$ cat src/rtl/gates_pkg.sv
// Shared definitions for the gate sweep block: FSM states, op slice indices and dwell sizing.
package gates_pkg;

  typedef enum logic [1:0] {
    IDLE   = 2'd0,
    MANUAL = 2'd1,
    RUN    = 2'd2,
    DONE   = 2'd3
  } state_t;

  localparam int OP_AND  = 0;
  localparam int OP_OR   = 1;
  localparam int OP_NAND = 2;
  localparam int OP_NOR  = 3;
  localparam int OP_XOR  = 4;
  localparam int OP_XNOR = 5;
  localparam int NUM_OPS = 6;

  // A dwell of one cycle still needs a one-bit counter to keep the port widths legal.
  function automatic int dwell_width(input int step_cycles);
    return (step_cycles > 1) ? $clog2(step_cycles) : 1;
  endfunction

endpackage

$ cat src/rtl/gates_array.sv
// Purely combinational bank of the six bitwise gates, packed by op index.
module gates_array
  import gates_pkg::*;
#(
  parameter int WIDTH = 1
) (
  input  logic [WIDTH-1:0]         a,
  input  logic [WIDTH-1:0]         b,
  output logic [NUM_OPS*WIDTH-1:0] y
);

  assign y[OP_AND*WIDTH  +: WIDTH] = a & b;
  assign y[OP_OR*WIDTH   +: WIDTH] = a | b;
  assign y[OP_NAND*WIDTH +: WIDTH] = ~(a & b);
  assign y[OP_NOR*WIDTH  +: WIDTH] = ~(a | b);
  assign y[OP_XOR*WIDTH  +: WIDTH] = a ^ b;
  assign y[OP_XNOR*WIDTH +: WIDTH] = ~(a ^ b);

endmodule

$ cat src/rtl/gates_sweep.sv
// Gate demo with manual operands or an automatic truth-table sweep; results registered onto LEDR.
// Define GATES_SWEEP_LOOP_EN to make the sweep wrap and run forever instead of stopping in DONE.
module gates_sweep
  import gates_pkg::*;
#(
  parameter int WIDTH       = 1,
  parameter int STEP_CYCLES = 50000000
) (
  input  logic                     CLOCK_50,
  input  logic                     RST,
  input  logic [WIDTH-1:0]         A,
  input  logic [WIDTH-1:0]         B,
  input  logic                     MODE,
  input  logic                     START,
  output logic [NUM_OPS*WIDTH-1:0] LEDR,
  output logic [WIDTH-1:0]         A_CUR,
  output logic [WIDTH-1:0]         B_CUR,
  output logic                     BUSY,
  output logic                     DONE_P
);

  localparam int CW = 2 * WIDTH;
  localparam int DW = dwell_width(STEP_CYCLES);
  localparam logic [DW-1:0] DWELL_LAST = DW'(STEP_CYCLES - 1);
  localparam logic [CW-1:0] COMBO_LAST = '1;

  state_t            state;
  logic [CW-1:0]     combo;
  logic [CW-1:0]     combo_inc;
  logic [DW-1:0]     dwell;
  logic [NUM_OPS*WIDTH-1:0] gate_y;

  assign combo_inc = combo + CW'(1);

  gates_array #(.WIDTH(WIDTH)) u_gates (
    .a (A_CUR),
    .b (B_CUR),
    .y (gate_y)
  );

  // Priority: MODE=0 aborts to manual, then START restarts, then the dwell/combo advance.
  always_ff @(posedge CLOCK_50 or posedge RST) begin
    if (RST) begin
      state  <= IDLE;
      combo  <= '0;
      dwell  <= '0;
      A_CUR  <= '0;
      B_CUR  <= '0;
      BUSY   <= 1'b0;
      DONE_P <= 1'b0;
    end else begin
      // NOTE: non-blocking assignments so every register sees pre-edge values; the default
      // below makes DONE_P a single-cycle pulse unless a terminal count re-asserts it.
      DONE_P <= 1'b0;
      if (!MODE) begin
        state <= MANUAL;
        BUSY  <= 1'b0;
        A_CUR <= A;
        B_CUR <= B;
      end else if (START) begin
        state <= RUN;
        BUSY  <= 1'b1;
        combo <= '0;
        dwell <= '0;
        A_CUR <= '0;
        B_CUR <= '0;
      end else begin
        case (state)
          MANUAL: state <= IDLE;
          RUN: begin
            if (dwell == DWELL_LAST) begin
              dwell <= '0;
              if (combo == COMBO_LAST) begin
                DONE_P <= 1'b1;
`ifdef GATES_SWEEP_LOOP_EN
                combo          <= '0;
                {A_CUR, B_CUR} <= '0;
`else
                state <= DONE;
                BUSY  <= 1'b0;
`endif
              end else begin
                combo          <= combo_inc;
                {A_CUR, B_CUR} <= combo_inc;
              end
            end else begin
              dwell <= dwell + DW'(1);
            end
          end
          default: ;
        endcase
      end
    end
  end

  always_ff @(posedge CLOCK_50 or posedge RST) begin
    if (RST) LEDR <= '0;
    else     LEDR <= gate_y;
  end

endmodule
$ cat config.mk
export PLATFORM = sky130hd
export DESIGN_NAME = gates_sweep
export DESIGN_NICKNAME = d
export VERILOG_FILES = /design/src/rtl/gates_pkg.sv /design/src/rtl/gates_array.sv /design/src/rtl/gates_sweep.sv
export SDC_FILE = /design/constraint.sdc
export NUM_CORES = 1
export LEC_CHECK = 0
export ABC_AREA = 1
export BUFFER_PORTS_ARGS = -buffer_cell sky130_fd_sc_hd__buf_2
export CAP_MARGIN = 20
export CORE_MARGIN = 4
export CORE_UTILIZATION = 40
export DETAILED_ROUTE_END_ITERATION = 7
export RECOVER_POWER = 50
export SKIP_CTS_REPAIR_TIMING = 1
export SYNTH_ARGS = -nofsm -noshare
export SYNTH_HDL_FRONTEND = slang
export SYNTH_SLANG_ARGS = --single-unit
$ cat constraint.sdc
create_clock -name CLOCK_50 -period 1.98 [get_ports CLOCK_50]
set_input_delay 0.396 -clock CLOCK_50 [delete_from_list [all_inputs] [get_ports CLOCK_50]]
set_output_delay 0.396 -clock CLOCK_50 [all_outputs]
set_load 0.05 [all_outputs]
==> results.rst <==
.. list-table::
   :header-rows: 1

   * - Metric
     - Value
   * - Status
     - finished, final reports clean
   * - Number of library cell types mapped by synthesis
     - 26
   * - Clk root buf
     - sky130_fd_sc_hd__clkbuf_8
   * - Final Hold Fails
     - 0
   * - Power Total
     - approximately 1.9 mW
   * - Total instance count after detailed placement
     - around 430
   * - Slew at the pin with the worst max-slew slack
     - ~0.9 ns
   * - Tightest Hold Check Type
     - in -> async
   * - Cell with the most instances after synthesis
     - sky130_fd_sc_hd__nand2_1
   * - Number of optimization iterations in the first detailed-route pass
     - 4
   * - Setup Skew
     - ~0.003 ns
   * - Relative slew slack
     - 39.38%
   * - Filler Cell Count
     - 611
   * - Ys flop type
     - sky130_fd_sc_hd__dfrtp_1
   * - Overall die area
     - between 7000 and 8000 um2
   * - Switching power
     - ~0.56 mW
   * - Worst-case vdd ir drop
     - around 0.43 mV
   * - Overall Global Routing Usage
     - 16.38%
   * - Summed instance area of the synthesized netlist
     - between 2000 and 2500 um2
   * - Cell taking the most area after synthesis
     - sky130_fd_sc_hd__dfrtp_1
   * - Largest net degree at the start of global routing
     - 16
   * - Congestion Overflow GR
     - 0
   * - Ratio of cells with drive above 1 in the final layout
     - 11.88%
   * - Data arrival time of the worst path
     - 1.96 ns
   * - Detail Placement HPWL
     - around 4.2 mm
   * - Relative contribution of the clock network to total power
     - between 30% and 40%
   * - Sinks on Clock Net
     - 40
   * - Post-detailed-route via-to-cell ratio
     - about 4.8
   * - Seq cells post-synth
     - 40
   * - WS Path Type
     - reg -> reg
   * - Vias in the first global route
     - slightly below 2000
   * - Number of cells in the finished layout apart from fillers
     - approximately 430
   * - Part of the cycle the worst path needs
     - 89.73%
   * - Sequential cell area fraction in the yosys report
     - 42.60%
   * - Setup repair after global routing missed its margin
     - false
   * - Placement Cell Area
     - between 2000 and 3000 um2
   * - Avg WL per Cell
     - 12.55 um
   * - Number of instances in the synthesized netlist
     - roughly 340
   * - Max capacitance violation total
     - 0
   * - Worst setup margin
     - 0.2034 ns
   * - Post-layout instance area
     - roughly 2700 um2
   * - Post-Place Worst Slack
     - around 0.21 ns
   * - Number of I/O port buffers
     - 15
   * - Post-synth net total
     - 347
   * - Core region area
     - 5608 um2
   * - Async S/R FF share, synth
     - between 90% and 100%
   * - Comb power frac
     - roughly 17%
   * - Top cell type's share of synthesized area
     - between 40 and 50%
   * - Crit path capture type
     - flop
   * - Placement Rows
     - 27
   * - Top cells by area, synth
     - sky130_fd_sc_hd__dfrtp_1 (43%), sky130_fd_sc_hd__nand2_1 (17%), sky130_fd_sc_hd__nor2_1 (9.4%)
   * - Post-synth EDFFs
     - 0
   * - Final weighted congestion in routability-driven placement
     - 0.8534
   * - DR DRC count
     - 0
   * - Total length of routed wires
     - 5.445 mm
   * - Max clock buf depth
     - 2
   * - Synthesis-to-layout area growth
     - 12.99%
   * - Initial antenna violation count
     - 0
   * - Required time at the worst-slack endpoint
     - 2.16 ns
   * - Wire length of the first global-routing pass
     - approximately 9.5 mm
   * - CTS tree
     - built
   * - Yosys Warn Count
     - 0
   * - Total number of vias
     - just over 2000
   * - Share of total power consumed by net switching
     - between 20 and 30%
   * - Register clock-pin slew on the reported worst setup and hold paths
     - 0.08 ns
   * - Final max-slew violation count
     - 0
   * - Setup TNS
     - 0 ns
   * - Total inserted antenna cells
     - 0
   * - Horizontal die dimension
     - 84.65 um
   * - Number of buffers added by the clock tree synthesis step
     - 5
   * - Critical path launch point type
     - flop
   * - Commonest cells in the netlist
     - sky130_fd_sc_hd__nand2_1 (107), sky130_fd_sc_hd__nor2_1 (59), sky130_fd_sc_hd__inv_1 (42)
   * - Clock insertion delay at the later pin of the skew report
     - 0.29 ns
   * - Power per cell area
     - roughly 700 nW/um2
   * - Mapped Avg Cell Area
     - approximately 7 um2
   * - Total leakage power
     - 1.253 nW
   * - Area taken by flip-flops and latches
     - 1001 um2
   * - Number of failing setup endpoints in the final timing report
     - 0
   * - Nets
     - 372
   * - Antenna viol nets, final
     - 0
   * - Number of top-level pins
     - 16
   * - Maximum fanout encountered on the critical timing path
     - 6
   * - DR iter-0 viols
     - around 160
   * - Reg power frac
     - approximately 47%
   * - Internal
     - between 1 and 1.5 mW
   * - Initial standard-cell utilization of the core
     - 41.90%
   * - Minimum clock period
     - 1.777 ns
   * - # H-tree levels
     - 2
   * - Die Span Y
     - between 80 and 90 um
   * - Multi-input gate area in the final layout
     - ~1200 um2
   * - Max Fclk
     - roughly 0.56 GHz
worst max-delay path: stages, from the launching register on:
cell and delay (ns):
sky130_fd_sc_hd__dfrtp_1 0.40, sky130_fd_sc_hd__ha_1 0.19, sky130_fd_sc_hd__nand2_1 0.11, sky130_fd_sc_hd__nor2_2 0.19, sky130_fd_sc_hd__nand2_1 0.09, sky130_fd_sc_hd__nor2_2 0.14, sky130_fd_sc_hd__nand2_2 0.11, sky130_fd_sc_hd__nand3_1 0.21
sky130_fd_sc_hd__nand2_1 0.10, sky130_fd_sc_hd__nand2_1 0.07, sky130_fd_sc_hd__nand2_1 0.05
area by class of cell:
cell class                      count  area share, %
Clock buffer                        5          2.592
Clock inverter                      3          1.602
Inverter                           46          6.503
Multi-Input combinational cell    247          43.50
Sequential cell                    40          37.70
Tap cell                           72          3.393
Timing Repair Buffer               21          4.713
cells in the final DEF (no fill, tap or decap):
master | synthesis | layout
sky130_fd_sc_hd__nand2_1 | 107 | 107
sky130_fd_sc_hd__nor2_1 | 59 | 59
sky130_fd_sc_hd__inv_1 | 42 | 42
sky130_fd_sc_hd__dfrtp_1 | 40 | 40
sky130_fd_sc_hd__nand3_1 | 25 | 25
sky130_fd_sc_hd__buf_2 | 2 | 15
sky130_fd_sc_hd__nor3_1 | 8 | 8
sky130_fd_sc_hd__o21ai_0 | 7 | 7
sky130_fd_sc_hd__nand4_1 | 6 | 6
sky130_fd_sc_hd__a21oi_1 | 6 | 6
sky130_fd_sc_hd__nor2_2 | 5 | 5
sky130_fd_sc_hd__ha_1 | 5 | 5
sky130_fd_sc_hd__clkbuf_8 | 0 | 5
sky130_fd_sc_hd__xor2_1 | 4 | 4
sky130_fd_sc_hd__nand2_2 | 3 | 3
sky130_fd_sc_hd__inv_2 | 3 | 3
sky130_fd_sc_hd__buf_4 | 0 | 3
sky130_fd_sc_hd__o21ai_1 | 2 | 2
sky130_fd_sc_hd__xnor2_1 | 2 | 2
sky130_fd_sc_hd__nand3b_1 | 2 | 2
sky130_fd_sc_hd__clkbuf_1 | 0 | 2
sky130_fd_sc_hd__a21oi_4 | 1 | 1
sky130_fd_sc_hd__nand3_2 | 1 | 1
sky130_fd_sc_hd__o221ai_1 | 1 | 1
sky130_fd_sc_hd__nand3_4 | 1 | 1
sky130_fd_sc_hd__nor3_2 | 1 | 1
sky130_fd_sc_hd__clkinv_1 | 1 | 1
sky130_fd_sc_hd__nor2_4 | 1 | 1
sky130_fd_sc_hd__clkinvlp_4 | 0 | 1
sky130_fd_sc_hd__clkinv_2 | 0 | 1
sky130_fd_sc_hd__bufinv_16 | 0 | 1
sky130_fd_sc_hd__buf_12 | 0 | 1
worst paths after layout:
check | from | slack, ns | end | cells after the start
min reg2reg | state[1] | 0.49 | state[1] | 2
max in group asynchronous | RST | 0.73 | dwell[20] | 3
min | RST | 0.09 | LEDR[5] | 2
max reg2reg | dwell[0] | 0.20 | state[0] | 10
max | dwell[0] | 0.20 | state[0] | 10
min in group CLOCK_50 | B | 0.40 | B_CUR | 5
stage by stage:
step	util, %	hold slack, ns
2_1_floorplan	-	0.4419
4_1_cts	47.48	0.1085
6_report	47.34	0.08515
5_1_grt	47.34	0.1226
3_3_place_gp	45.49	0.4147
3_5_place_dp	45.49	0.4233
kinds of logic (layout without fill, tap and decap cells):
| logic type | count (synthesis) | count (layout) | synth area share (%) |
|---|---|---|---|
| AOI/OAI and AO/OA | 17 | 17 | 4.260 |
| xor gates and xnor gates | 6 | 6 | 2.236 |
| adders and majority gates | 5 | 5 | 2.662 |
| buffers and inverters | 49 | 75 | 8.253 |
| DFF | 40 | 40 | 42.60 |
| and+or+nand+nor | 219 | 219 | 39.99 |
state kept, by name (all words and copies together), names as in the netlist:
name / flops
A_CUR: 1
B_CUR: 1
dwell: 26
LEDR: 6
BUSY: 1
state: 2
combo: 2
DONE_P: 1
layer usage:
layer	GRT usage [%]	wire, um	vias up
met3	2.650	139	2
met4	3.022	29	0
met1	24.61	2789	958
met5	0	0	-
met2	24.98	2486	18
li1	-	-	1090
power groups by stage:
stage / Sequential (mW) / Combinational [mW] / Clock, mW
floorplan: 1.00 / 0.133 / 0
global placement: 0.905 / 0.322 / 0
detailed placement: 0.906 / 0.325 / 0
CTS: 0.890 / 0.325 / 0.690
global route: 0.897 / 0.351 / 0.731
finish: 0.890 / 0.319 / 0.673
Power figures use the tool's default switching activity.
